--- src/rtl/rv32i_types.sv ---
// Shared RV32I types used by the front end: machine word, PC-mux select,
// fetch FSM states and the fetch-queue entry layout.
package rv32i_types;

    typedef logic [31:0] rv32i_word;

    typedef enum logic [1:0] {
        pc_plus4 = 2'b00,
        alu_out  = 2'b01,
        alu_mod2 = 2'b10
    } pcmux_sel_t;

    typedef enum logic [1:0] {
        FETCH = 2'b00,
        DROP  = 2'b01,
        STALL = 2'b10
    } fetch_state_t;

    typedef struct packed {
        rv32i_word pc;
        rv32i_word instr;
    } fq_entry_t;

    // alu_mod2 clears bit 0 so JALR targets are always halfword aligned
    function automatic rv32i_word redirect_target(input pcmux_sel_t sel,
                                                  input rv32i_word  pc,
                                                  input rv32i_word  data);
        rv32i_word t;
        case (sel)
            alu_out:  t = data;
            alu_mod2: t = {data[31:1], 1'b0};
            default:  t = pc + 32'd4;
        endcase
        return t;
    endfunction

endpackage

--- src/rtl/fetch_queue.sv ---
// Circular fetch queue of 64-bit {pc, instr} entries with synchronous flush.
// A push while full is accepted only when a pop happens in the same cycle.
module fetch_queue
    import rv32i_types::*;
#(
    parameter int unsigned DEPTH = 4
) (
    input  logic                       clk,
    input  logic                       rst,
    input  logic                       flush,
    input  logic                       push,
    input  logic [63:0]                push_data,
    input  logic                       pop,
    output logic [63:0]                head_data,
    output logic [$clog2(DEPTH):0]     count,
    output logic                       full,
    output logic                       empty
);

    localparam int unsigned PW = $clog2(DEPTH);
    localparam int unsigned CW = PW + 1;

    logic [63:0]   mem_q [DEPTH];
    logic [PW-1:0] wr_ptr_q, wr_ptr_d;
    logic [PW-1:0] rd_ptr_q, rd_ptr_d;
    logic [CW-1:0] count_q, count_d;
    logic          push_ok, pop_ok;

    assign full      = (count_q == CW'(DEPTH));
    assign empty     = (count_q == '0);
    assign count     = count_q;
    assign head_data = mem_q[rd_ptr_q];

    always_comb begin
        push_ok  = push && (!full || pop) && !flush;
        pop_ok   = pop && !empty && !flush;
        wr_ptr_d = wr_ptr_q;
        rd_ptr_d = rd_ptr_q;
        count_d  = count_q;
        if (flush) begin
            wr_ptr_d = '0;
            rd_ptr_d = '0;
            count_d  = '0;
        end else begin
            // pointers are PW bits wide, so +1 wraps modulo DEPTH
            if (push_ok) wr_ptr_d = wr_ptr_q + 1'b1;
            if (pop_ok)  rd_ptr_d = rd_ptr_q + 1'b1;
            case ({push_ok, pop_ok})
                2'b10:   count_d = count_q + 1'b1;
                2'b01:   count_d = count_q - 1'b1;
                default: count_d = count_q;
            endcase
        end
    end

    always_ff @(posedge clk) begin
        if (rst) begin
            wr_ptr_q <= '0;
            rd_ptr_q <= '0;
            count_q  <= '0;
        end else begin
            wr_ptr_q <= wr_ptr_d;
            rd_ptr_q <= rd_ptr_d;
            count_q  <= count_d;
        end
    end

    always_ff @(posedge clk) begin
        if (push_ok) mem_q[wr_ptr_q] <= push_data;
    end

endmodule

--- src/rtl/fetch_unit.sv ---
// Instruction fetch unit: PC register, fetch FSM (FETCH/DROP/STALL) and a
// decoupling fetch queue. Optional macro FETCH_BYPASS_EN enables empty-queue bypass.
module fetch_unit
    import rv32i_types::*;
#(
    parameter logic [31:0] RESET_PC = 32'h4000_0060,
    parameter int unsigned FQ_DEPTH = 4
) (
    input  logic                       clk,
    input  logic                       rst,
    output logic                       icache_read,
    output logic [31:0]                icache_addr,
    input  logic                       icache_resp,
    input  logic [31:0]                icache_rdata,
    input  logic                       redirect,
    input  pcmux_sel_t                 redirect_sel,
    input  logic [31:0]                redirect_data,
    input  logic                       deq_ready,
    output logic                       deq_valid,
    output logic [31:0]                deq_pc,
    output logic [31:0]                deq_instr,
    output logic [$clog2(FQ_DEPTH):0]  fq_count
);

    fetch_state_t state_q, state_d;
    rv32i_word    pc_q, pc_d;
    rv32i_word    drop_addr_q, drop_addr_d;

    logic         fq_push, fq_pop, fq_full, fq_empty, bypass;
    logic [63:0]  fq_head;
    fq_entry_t    push_entry, head_entry;
    int unsigned  cnt_after;

    fetch_queue #(
        .DEPTH (FQ_DEPTH)
    ) u_fetch_queue (
        .clk       (clk),
        .rst       (rst),
        .flush     (redirect),
        .push      (fq_push),
        .push_data (push_entry),
        .pop       (fq_pop),
        .head_data (fq_head),
        .count     (fq_count),
        .full      (fq_full),
        .empty     (fq_empty)
    );

    always_ff @(posedge clk) begin
        if (rst) begin
            state_q     <= FETCH;
            pc_q        <= RESET_PC;
            drop_addr_q <= RESET_PC;
        end else begin
            state_q     <= state_d;
            pc_q        <= pc_d;
            drop_addr_q <= drop_addr_d;
        end
    end

    always_comb begin
        state_d     = state_q;
        pc_d        = pc_q;
        drop_addr_d = drop_addr_q;
        cnt_after   = 32'(fq_count) + 32'(fq_push) - 32'(fq_pop);
        if (redirect) begin
            pc_d = redirect_target(redirect_sel, pc_q, redirect_data);
            case (state_q)
                FETCH: begin
                    state_d     = icache_resp ? FETCH : DROP;
                    drop_addr_d = pc_q;
                end
                DROP:    state_d = icache_resp ? FETCH : DROP;
                default: state_d = FETCH;
            endcase
        end else begin
            case (state_q)
                FETCH: begin
                    if (icache_resp) begin
                        pc_d = pc_q + 32'd4;
                        if (cnt_after == FQ_DEPTH) state_d = STALL;
                    end
                end
                DROP:    if (icache_resp) state_d = FETCH;
                default: if (fq_pop) state_d = FETCH;
            endcase
        end
    end

    always_comb begin
        icache_read      = (state_q != STALL);
        // while dropping, the cache still works on the stale request address
        icache_addr      = (state_q == DROP) ? drop_addr_q : pc_q;
        push_entry.pc    = pc_q;
        push_entry.instr = icache_rdata;
        head_entry       = fq_entry_t'(fq_head);
        fq_pop           = !fq_empty && deq_ready;
`ifdef FETCH_BYPASS_EN
        bypass           = (state_q == FETCH) && icache_resp && !redirect &&
                           deq_ready && fq_empty;
`else
        bypass           = 1'b0;
`endif
        fq_push          = (state_q == FETCH) && icache_resp && !redirect && !bypass;
        deq_valid        = (fq_count != '0) || bypass;
        deq_pc           = bypass ? pc_q : head_entry.pc;
        deq_instr        = bypass ? icache_rdata : head_entry.instr;
    end

endmodule

--- config.mk ---
export PLATFORM = sky130hd
export DESIGN_NAME = fetch_unit
export DESIGN_NICKNAME = d
export VERILOG_FILES = /design/src/rtl/rv32i_types.sv /design/src/rtl/fetch_queue.sv /design/src/rtl/fetch_unit.sv
export SDC_FILE = /design/constraint.sdc
export NUM_CORES = 1
export LEC_CHECK = 0
export CORE_ASPECT_RATIO = 1.5
export CORE_MARGIN = 4
export CORE_UTILIZATION = 57
export DETAILED_ROUTE_END_ITERATION = 8
export DONT_BUFFER_PORTS = 1
export GPL_TIMING_DRIVEN = 0
export PLACE_DENSITY = 0.75
export SYNTH_ARGS = -nofsm -noshare
export SYNTH_HDL_FRONTEND = slang
export SYNTH_SLANG_ARGS = --single-unit
--- constraint.sdc ---
create_clock -name clk -period 3.5 [get_ports clk]
set_input_delay 1.05 -clock clk [delete_from_list [all_inputs] [get_ports clk]]
set_output_delay 1.05 -clock clk [all_outputs]
set_load 0.05 [all_outputs]
==> results of run 1 <==
area by class of cell:
cell class / count / area, µm²
Sequential cell: 331 / 9190
Fill cell: 1668 / 8290
Multi-Input combinational cell: 451 / 3890
Clock buffer: 37 / 756
Tap cell: 315 / 394
Buffer: 54 / 238
Clock inverter: 15 / 130
Timing Repair Buffer: 4 / 110
Inverter: 14 / 52.6
Antenna cell: 1 / 2.50
worst paths after layout:
path / slack (ps) / to / cells past startpoint
worst min register to register: 450 / drop_addr_q[2]$_SDFFE_PP0P_ / 2
worst max-delay path: 90 / icache_addr[30] / 4
worst min-delay path: 450 / drop_addr_q[2]$_SDFFE_PP0P_ / 2
worst max register to register: 290 / state_q[1]$_SDFFE_PP0P_ / 12
what timing repair did:
action / 4_1_cts / 5_1_grt
hold buffers: 0 / 0
gates resized for setup: 6 / 1
hold endpoints to repair: 0 / 0
endpoints found under the setup margin: 93 / 5
routing by layer:
layer	track usage (%)	part of all wire, %	vias to the layer above
met4	6.86	2.9	0
met3	5.72	7.9	63
met2	38.2	51	253
met5	0	0	-
li1	-	-	3386
met1	28.8	38	3771
per-stage QoR:
stage               TNS, ps  instance area (µm²)  hold WS [ps]
floorplan                 0                13400           433
global placement    -115440                13800           438
detailed placement        0                13900           444
CTS                       0                14800           453
global route              0                14800           464
finish                    0                14800           451
Yosys cell counts (all sizes together) (15+ instances only):
master and count:
a21oi 58, mux2 31, clkbuf 35, nand3 18
buf 21, nor2 27, edfxtp 256, dfxtp 75
mux4 64, nand2 90, nor3 15
flip-flops by register name, indices dropped and copies added (netlist names), named ones only:
name	count
u_fetch_queue.mem_q	256
drop_addr_q	32
u_fetch_queue.wr_ptr_q	2
pc_q	32
u_fetch_queue.count	3
state_q	2
u_fetch_queue.rd_ptr_q	2
layout by cell type, fill, tap and decap left out, types with 4 or more instances in the layout:
master     Yosys  layout
edfxtp_1     256     256
xor2_1         7       7
a21oi_1       58      58
and3_1         5       5
and2_4         0       4
nand4_1        9       9
nand2_1       90      90
clkbuf_1      35      38
mux4_2        64      64
nand3_1       17      17
inv_1         14      14
buf_2         16      17
and4_1         5       5
buf_16         0       4
o21ai_0       13      12
nor3_1        15      15
xnor2_1        6       6
ha_1          14      14
a211oi_1      10      10
dfxtp_1       75      73
or3_1          5       5
and2_1         9       5
clkinv_1       0       5
a221oi_1       5       5
nor4_1         7       7
mux2_2        31      31
a31oi_1        6       6
nor2_1        26      26
clkbuf_16      0      29
worst max-delay path: stages (launching register included):
cell and delay [ps]:
dfxtp_1 400, nor2b_1 160, clkbuf_1 350, buf_2 380, mux2_2 530
kinds of logic after synthesis:
group,count (synthesis)
compound gates,119
xor+xnor,13
fa+ha+maj,16
buf+inv,70
flops,331
mux,98
simple gates,205
power by group through the flow:
stage | registers, W | clock network (W) | logic [W]
after floorplan | 0.00444 | 0 | 0.000469
after CTS | 0.00439 | 0.00309 | 0.000574
after global placement | 0.00447 | 0 | 0.000562
after global routing | 0.00440 | 0.00326 | 0.000604
final | 0.00439 | 0.00302 | 0.000571
after detailed placement | 0.00447 | 0 | 0.000572
==> impl_metrics.json, run 1 <==
{
  "die_area_mm2": 0.0260,
  "portBuffers": 0,
  "synth.top_cells.by_area": "edfxtp_1 (58%), dfxtp_1 (11%), mux4_2 (11%)",
  "hold_viol": 0,
  "p_total_w": 0.00798,
  "end_kind": "primary output",
  "routedWlPerCell_um": 23.9,
  "synth_xor_area_share_pct": 0.852,
  "synth-seq-cells": 331,
  "relSlewSlack_pct": 40.2,
  "cp-startpoint": "state_q[0]$_SDFFE_PP0P_",
  "synth_top_family_by_area": "multiplexers",
  "outcome": "completed",
  "fmax_ghz": 0.293,
  "drt_pass1_iterations": 6,
  "clock_skew_ps": 8.30,
  "dp_cells": 1171,
  "postSynth.asyncResetShare_pct": 0,
  "cts_max_level": 1,
  "synth_top_area_share_pct": 57.5,
  "fp-row-count": 68,
  "antenna_left": 0,
  "cts_buffers": 29,
  "ir_drop_v": 0.000457,
  "core_area_mm2": 0.0231,
  "syn_area_per_cell_um2": 15.7,
  "synthCells": 852,
  "synth_flop_cell": "edfxtp_1",
  "internal-power_w": 0.00613,
  "finalNetCount": 972,
  "fin_crit_ps": 3410,
  "synth-simple-area-share_pct": 7.45,
  "die_w_um": 133,
  "cts_buffer_depth": 3,
  "p_sw_w": 0.00186,
  "drive_above_1_share_pct": 19.1,
  "antenna_found_initial": 1,
  "synth_cell_types": 53,
  "required_ps": 2450,
  "dp_slack_ps": 28.2,
  "routed_wl_um": 29300,
  "grt_pass1_vias": 7460,
  "die_h_um": 196,
  "seq_power_share_pct": 55.0,
  "finalSetupViolCount": 0,
  "netlist_area_mm2": 0.0134,
  "pwr-share-clk_pct": 37.8,
  "grt_overflow_total": 0,
  "num_io_pins": 172,
  "synthAdderAreaFrac_pct": 1.61,
  "cp_max_fo": 10,
  "path_class": "flop to primary output",
  "power_frac_comb_pct": 7.2,
  "power.density_mw_per_mm2": 541,
  "via_count": 7473,
  "start_kind": "flop",
  "synth_compound_gate_area_share_pct": 5.50,
  "drc": 0,
  "cts_tree": "yes",
  "layout_setup_ws_ps": 88.3,
  "leakage_nw": 4.64,
  "grt_pass1_wl_um": 45200,
  "hp-start": "drop_addr_q[2]$_SDFFE_PP0P_",
  "clock_sinks": 331,
  "grt.total_usage_pct": 22.5,
  "clock_latency_ps": 540,
  "regToRegStartpoint": "u_fetch_queue.count[2]$_SDFFE_PP0P_",
  "post-dp-hpwl_um": 19500,
  "post-cts-setup-buffer-count": 0,
  "grt_max_degree": 59,
  "tightest_slew_ps": 891,
  "worstPathArrival_ps": 2360,
  "clkTransAtPathRegs_ps": 60,
  "finalCritPeriodShare_pct": 97.5,
  "rsz0062_at_grt": "no",
  "ys_seq_area_share_pct": 68.8,
  "routed_via_density": 6.12,
  "drv_cap": 0,
  "synth_edf_count": 256,
  "yosys_warnings": 0,
  "stdcell_count": 1222,
  "syn_nets": 939,
  "root_buffer": "clkbuf_16",
  "yosysTopAreaCell": "edfxtp_1",
  "synth_mux_area_share_pct": 13.6,
  "drtIter0Drc": 552,
  "finalWeightedCongestion": 0.949,
  "synthToLayoutAreaGrowth_pct": 10.5,
  "fin_util_pct": 64.0,
  "slew_violations": 0,
  "hold_path_class": "flop to flop",
  "start_util_pct": 58.0,
  "swShare_pct": 23.3
}
Note: power is estimated with default switching activity, not from simulation.
==> inputs of run 2 (changes only) <==
- CORE_ASPECT_RATIO: 1.5 -> 1.4
- CORE_MARGIN: 4 -> 2
- GPL_ROUTABILITY_DRIVEN: unset -> 0
==> impl_metrics.json, run 2 (same netlist as run 1, synthesis figures left out) <==
{
  "outcome": "completed",
  "slowest_stage": "mux4_2",
  "synthToLayoutAreaGrowth_pct": 11.1,
  "relSlewSlack_pct": 44.8,
  "hold_end": "drop_addr_q[28]$_SDFFE_PP0P_",
  "rsz0062_at_grt": "no",
  "swShare_pct": 23.4,
  "path_buf_inv": 1,
  "finalSetupViolCount": 0,
  "largest_reg_flops": 256,
  "routed_wl_um": 28900,
  "die_w_um": 133,
  "path_class": "flop to primary output",
  "cts_hold_buf": 0,
  "clock_skew_ps": 15.2,
  "end_kind": "primary output",
  "power_frac_comb_pct": 7.0,
  "path_delay_family": "multiplexers",
  "seq_power_share_pct": 54.0,
  "leakage_nw": 4.70,
  "max_stage_delay_ps": 740,
  "cts_tree": "yes",
  "antenna_found_initial": 2,
  "root_buffer": "clkbuf_16",
  "slew_violations": 0,
  "hp-start": "drop_addr_q[28]$_SDFFE_PP0P_",
  "dp_cells": 1162,
  "tns_ps": 0,
  "finalCritPeriodShare_pct": 96.0,
  "top_usage_layer": "met2",
  "ir_drop_v": 0.000432,
  "worstPathArrival_ps": 2310,
  "clock_latency_ps": 550,
  "post-cts-setup-buffer-count": 0,
  "hold_path_class": "flop to flop",
  "cts_buffer_depth": 3,
  "num-fill-cells": 1683,
  "core_area_mm2": 0.0231,
  "rr_worst_depth": 12,
  "clock_sinks": 331,
  "ff2ff_setup_slack_ps": 260,
  "grt_util_met3_pct": 5.47,
  "final_cell_mix": "edfxtp_1 (256), nand2_1 (90), dfxtp_1 (73), mux4_2 (64), a21oi_1 (58)",
  "num_io_pins": 172,
  "tightest_slew_ps": 821,
  "via_count": 7549,
  "grt_overflow_total": 0,
  "die_area_mm2": 0.0247,
  "start_util_pct": 57.8,
  "grt.total_usage_pct": 23.4,
  "clkTransAtPathRegs_ps": 60,
  "top_register": "u_fetch_queue.mem_q",
  "portBuffers": 0,
  "die_h_um": 185,
  "cp_max_fo": 10,
  "start_kind": "flop",
  "final_common_cell": "edfxtp_1",
  "drt_pass1_iterations": 5,
  "regToRegStartpoint": "u_fetch_queue.count[2]$_SDFFE_PP0P_",
  "cts_buffers": 31,
  "grt_max_degree": 59,
  "p_sw_w": 0.00190,
  "drv_cap": 0,
  "hold_depth": 2,
  "pwr-share-clk_pct": 39.0,
  "post-dp-hpwl_um": 19100,
  "p_total_w": 0.00813,
  "antenna_left": 0,
  "grt_util_met2_pct": 40.8,
  "top_regs": "u_fetch_queue.mem_q: 256 flops, drop_addr_q: 32 flops, pc_q: 32 flops",
  "routed_via_density": 6.19,
  "required_ps": 2450,
  "finalNetCount": 974,
  "fp-row-count": 66,
  "grt_pass1_vias": 7377,
  "grt_pass1_wl_um": 43800,
  "fmax_ghz": 0.298,
  "grt_util_met1_pct": 28.9,
  "drtIter0Drc": 658,
  "hold_viol": 0,
  "drive_above_1_share_pct": 20.4,
  "routedWlPerCell_um": 23.7,
  "reg2reg_to": "state_q[1]$_SDFFE_PP0P_",
  "path_cells": "buf_2 -> mux4_2",
  "fin_crit_ps": 3360,
  "stdcell_count": 1219,
  "drc": 0,
  "internal-power_w": 0.00623,
  "power.density_mw_per_mm2": 547,
  "cts_max_level": 1
}
run 2: layout make-up:
cell class	instances	area [µm²]	area share, %
Timing Repair Buffer	4	110	0.742
Buffer	54	240	1.62
Inverter	14	52.6	0.354
Sequential cell	331	9190	61.9
Multi-Input combinational cell	451	3890	26.2
Clock buffer	36	826	5.56
Tap cell	306	383	2.58
Clock inverter	21	146	0.986
Antenna cell	2	5.00	0.0337
run 2: worst max-delay path by stage:
stage,slack [ps],cells past startpoint,startpoint,end
6_report,140,2,flop,deq_pc[1]
5_1_grt,50,2,flop,deq_pc[2]
4_1_cts,90,4,state_q[0]$_SDFFE_PP0P_,icache_addr[30]
3_5_place_dp,230,9,redirect_sel[1],pc_q[7]$_SDFFE_PP0P_
3_3_place_gp,-420,3,redirect,u_fetch_queue.mem_q[1][49]$_DFFE_PP_
2_1_floorplan,430,3,redirect,u_fetch_queue.mem_q[0][0]$_DFFE_PP_
run 2: power groups by stage:
stage / registers, W / logic, W / clock network [W]
floorplan: 0.00444 / 0.000469 / 0
global placement: 0.00447 / 0.000558 / 0
detailed placement: 0.00447 / 0.000568 / 0
CTS: 0.00439 / 0.000570 / 0.00321
global route: 0.00440 / 0.000602 / 0.00336
finish: 0.00439 / 0.000569 / 0.00317
run 2: worst reg2reg max path, stage by stage, from the launching register on:
cell     delay (ps)
dfxtp_1         520
or3_1           700
nand2_1         240
inv_1           110
ha_1            290
inv_1            40
ha_1            200
fa_1            390
nor3_1          190
a31oi_1          60
nor4_1          210
a32oi_1         140
nor2_1          100
run 2: repair_timing:
action                                  CTS  global route
resized for setup                         7             3
endpoints found under the setup margin   89            18
hold endpoints to repair                  0             0
run 2: per-layer routing:
| metal | routed length (µm) | vias to the layer above |
|---|---|---|
| met4 | 884 | 0 |
| met1 | 10600 | 3812 |
| li1 | - | 3388 |
| met3 | 2310 | 39 |
| met5 | 0 | - |
| met2 | 15100 | 310 |
run 2: per-stage QoR:
stage / area [µm²] / hold slack, ps / setup WS (ps) / utilization (%)
after global routing: 14800 / 468 / 51.2 / 64.2
final: 14800 / 453 / 140 / 64.2
after floorplan: 13400 / 433 / 433 / -
after global placement: 13800 / 438 / -416 / 59.5
after CTS: 14800 / 453 / 92.6 / 64.2
after detailed placement: 13900 / 443 / 235 / 60.0
==> inputs of run 3 (changes only) <==
- SYNTH_HIERARCHICAL: unset -> 1
==> impl_metrics.json, run 3 <==
{
  "start_kind": "flop",
  "yosys_warnings": 6,
  "finalNetCount": 981,
  "seq_power_share_pct": 54.7,
  "cts_max_level": 1,
  "ff2ff_setup_slack_ps": 220,
  "synthCells": 859,
  "via_count": 7635,
  "netlist_area_mm2": 0.0135,
  "grt_max_degree": 55,
  "antenna_found_initial": 1,
  "power.density_mw_per_mm2": 533,
  "fin_util_pct": 64.5,
  "tightest_slew_ps": 1070,
  "num_io_pins": 172,
  "routed_wl_um": 30000,
  "fmax_ghz": 0.291,
  "required_ps": 2450,
  "dp_cells": 1169,
  "root_buffer": "clkbuf_16",
  "drtIter0Drc": 832,
  "drive_above_1_share_pct": 19.9,
  "final_cell_mix": "edfxtp_1 (256), nand2_1 (80), dfxtp_1 (74), mux4_2 (64), a21oi_1 (52)",
  "cts_tree": "yes",
  "fp-row-count": 66,
  "core_area_mm2": 0.0232,
  "clock_sinks": 331,
  "grt.total_usage_pct": 24.0,
  "top_regs": "u_fetch_queue/mem_q: 256 flops, drop_addr_q: 32 flops, pc_q: 32 flops",
  "die_area_mm2": 0.0249,
  "grt_overflow_total": 0,
  "largest_reg_flops": 256,
  "end_kind": "primary output",
  "finalSetupViolCount": 0,
  "pwr-share-clk_pct": 39.6,
  "routed_via_density": 6.23,
  "num-fill-cells": 1614,
  "tns_ps": 0,
  "top_register": "u_fetch_queue/mem_q",
  "p_total_w": 0.00799,
  "path_class": "flop to primary output",
  "stdcell_count": 1225,
  "routedWlPerCell_um": 24.5,
  "synthToLayoutAreaGrowth_pct": 11.1,
  "p_sw_w": 0.00176,
  "antenna_left": 0,
  "ir_drop_v": 0.000342,
  "grt_pass1_vias": 7574,
  "syn_area_per_cell_um2": 15.7,
  "final_common_cell": "edfxtp_1",
  "internal-power_w": 0.00622,
  "cts_buffers": 30,
  "rsz0062_at_grt": "yes",
  "cp_max_fo": 10,
  "clkTransAtPathRegs_ps": 60,
  "start_util_pct": 58.1,
  "syn_nets": 946,
  "post-dp-hpwl_um": 19900,
  "clock_latency_ps": 560,
  "slew_violations": 0,
  "worstPathArrival_ps": 2380,
  "clock_skew_ps": 16.2,
  "drv_cap": 0,
  "hold_path_class": "flop to flop",
  "hold_viol": 0,
  "grt_pass1_wl_um": 45000,
  "leakage_nw": 4.78,
  "finalCritPeriodShare_pct": 98.1,
  "swShare_pct": 22.1,
  "fin_crit_ps": 3430,
  "drc": 0,
  "outcome": "completed",
  "relSlewSlack_pct": 28.2,
  "power_frac_comb_pct": 5.7,
  "die_w_um": 134,
  "portBuffers": 0,
  "cts_buffer_depth": 3,
  "drt_pass1_iterations": 5,
  "die_h_um": 186
}
-- run 3: critical path, cell delays in order, from the launching register on --
cell,delay (ps)
dfxtp_1,300
buf_2,370
buf_2,430
mux4_2,730
-- run 3: final timing paths --
path                                       startpoint                                  end  cells after the start
setup / recovery                                 flop                           deq_pc[30]                      3
hold / removal           drop_addr_q[14]$_SDFFE_PP0P_         drop_addr_q[14]$_SDFFE_PP0P_                      2
setup reg to reg  u_fetch_queue/count[1]$_SDFFE_PP0P_  u_fetch_queue/count[2]$_SDFFE_PP0P_                     12
hold reg to reg          drop_addr_q[14]$_SDFFE_PP0P_         drop_addr_q[14]$_SDFFE_PP0P_                      2
-- run 3: timing repair --
action	4_1_cts	5_1_grt
buffers inserted	0	0
gates cloned	0	0
setup endpoints to repair	90	61
resized for setup	6	2
hold buffers	0	0
-- run 3: per-stage QoR --
| step | setup WS, ps | hold slack (ps) | cell area, µm² |
|---|---|---|---|
| 2_1_floorplan | 272 | 432 | 13500 |
| 3_3_place_gp | -728 | 439 | 13900 |
| 3_5_place_dp | -30.9 | 444 | 14000 |
| 4_1_cts | 22.0 | 453 | 15000 |
| 5_1_grt | -50.7 | 469 | 15000 |
| 6_report | 66.3 | 452 | 15000 |
-- run 3: final cells by class --
type | count | area (µm²) | area share [%]
inverters | 20 | 75.1 | 0.501
multi-input cells | 454 | 4020 | 26.8
repair buffers | 4 | 110 | 0.735
diodes | 1 | 2.50 | 0.0167
clock buffers | 50 | 937 | 6.26
plain buffers | 53 | 226 | 1.51
clock inverters | 6 | 33.8 | 0.226
flip-flops and latches | 331 | 9190 | 61.4
well taps | 306 | 383 | 2.56
-- run 3: power groups by stage --
stage | registers, W | logic, W | clock network [W]
after floorplan | 0.00442 | 0.000366 | 0
after global placement | 0.00445 | 0.000448 | 0
after detailed placement | 0.00445 | 0.000455 | 0
after CTS | 0.00437 | 0.000457 | 0.00322
after global routing | 0.00437 | 0.000483 | 0.00336
final | 0.00437 | 0.000459 | 0.00316
-- run 3: per-layer routing --
layer	part of all wire, %	GRT usage, %	routed length, µm	vias up
met5	0	0	0	-
met4	3.5	8.72	1050	0
met3	8.6	6.81	2570	76
met2	50	41.1	15100	326
met1	38	29.2	11300	3800
li1	-	-	-	3433
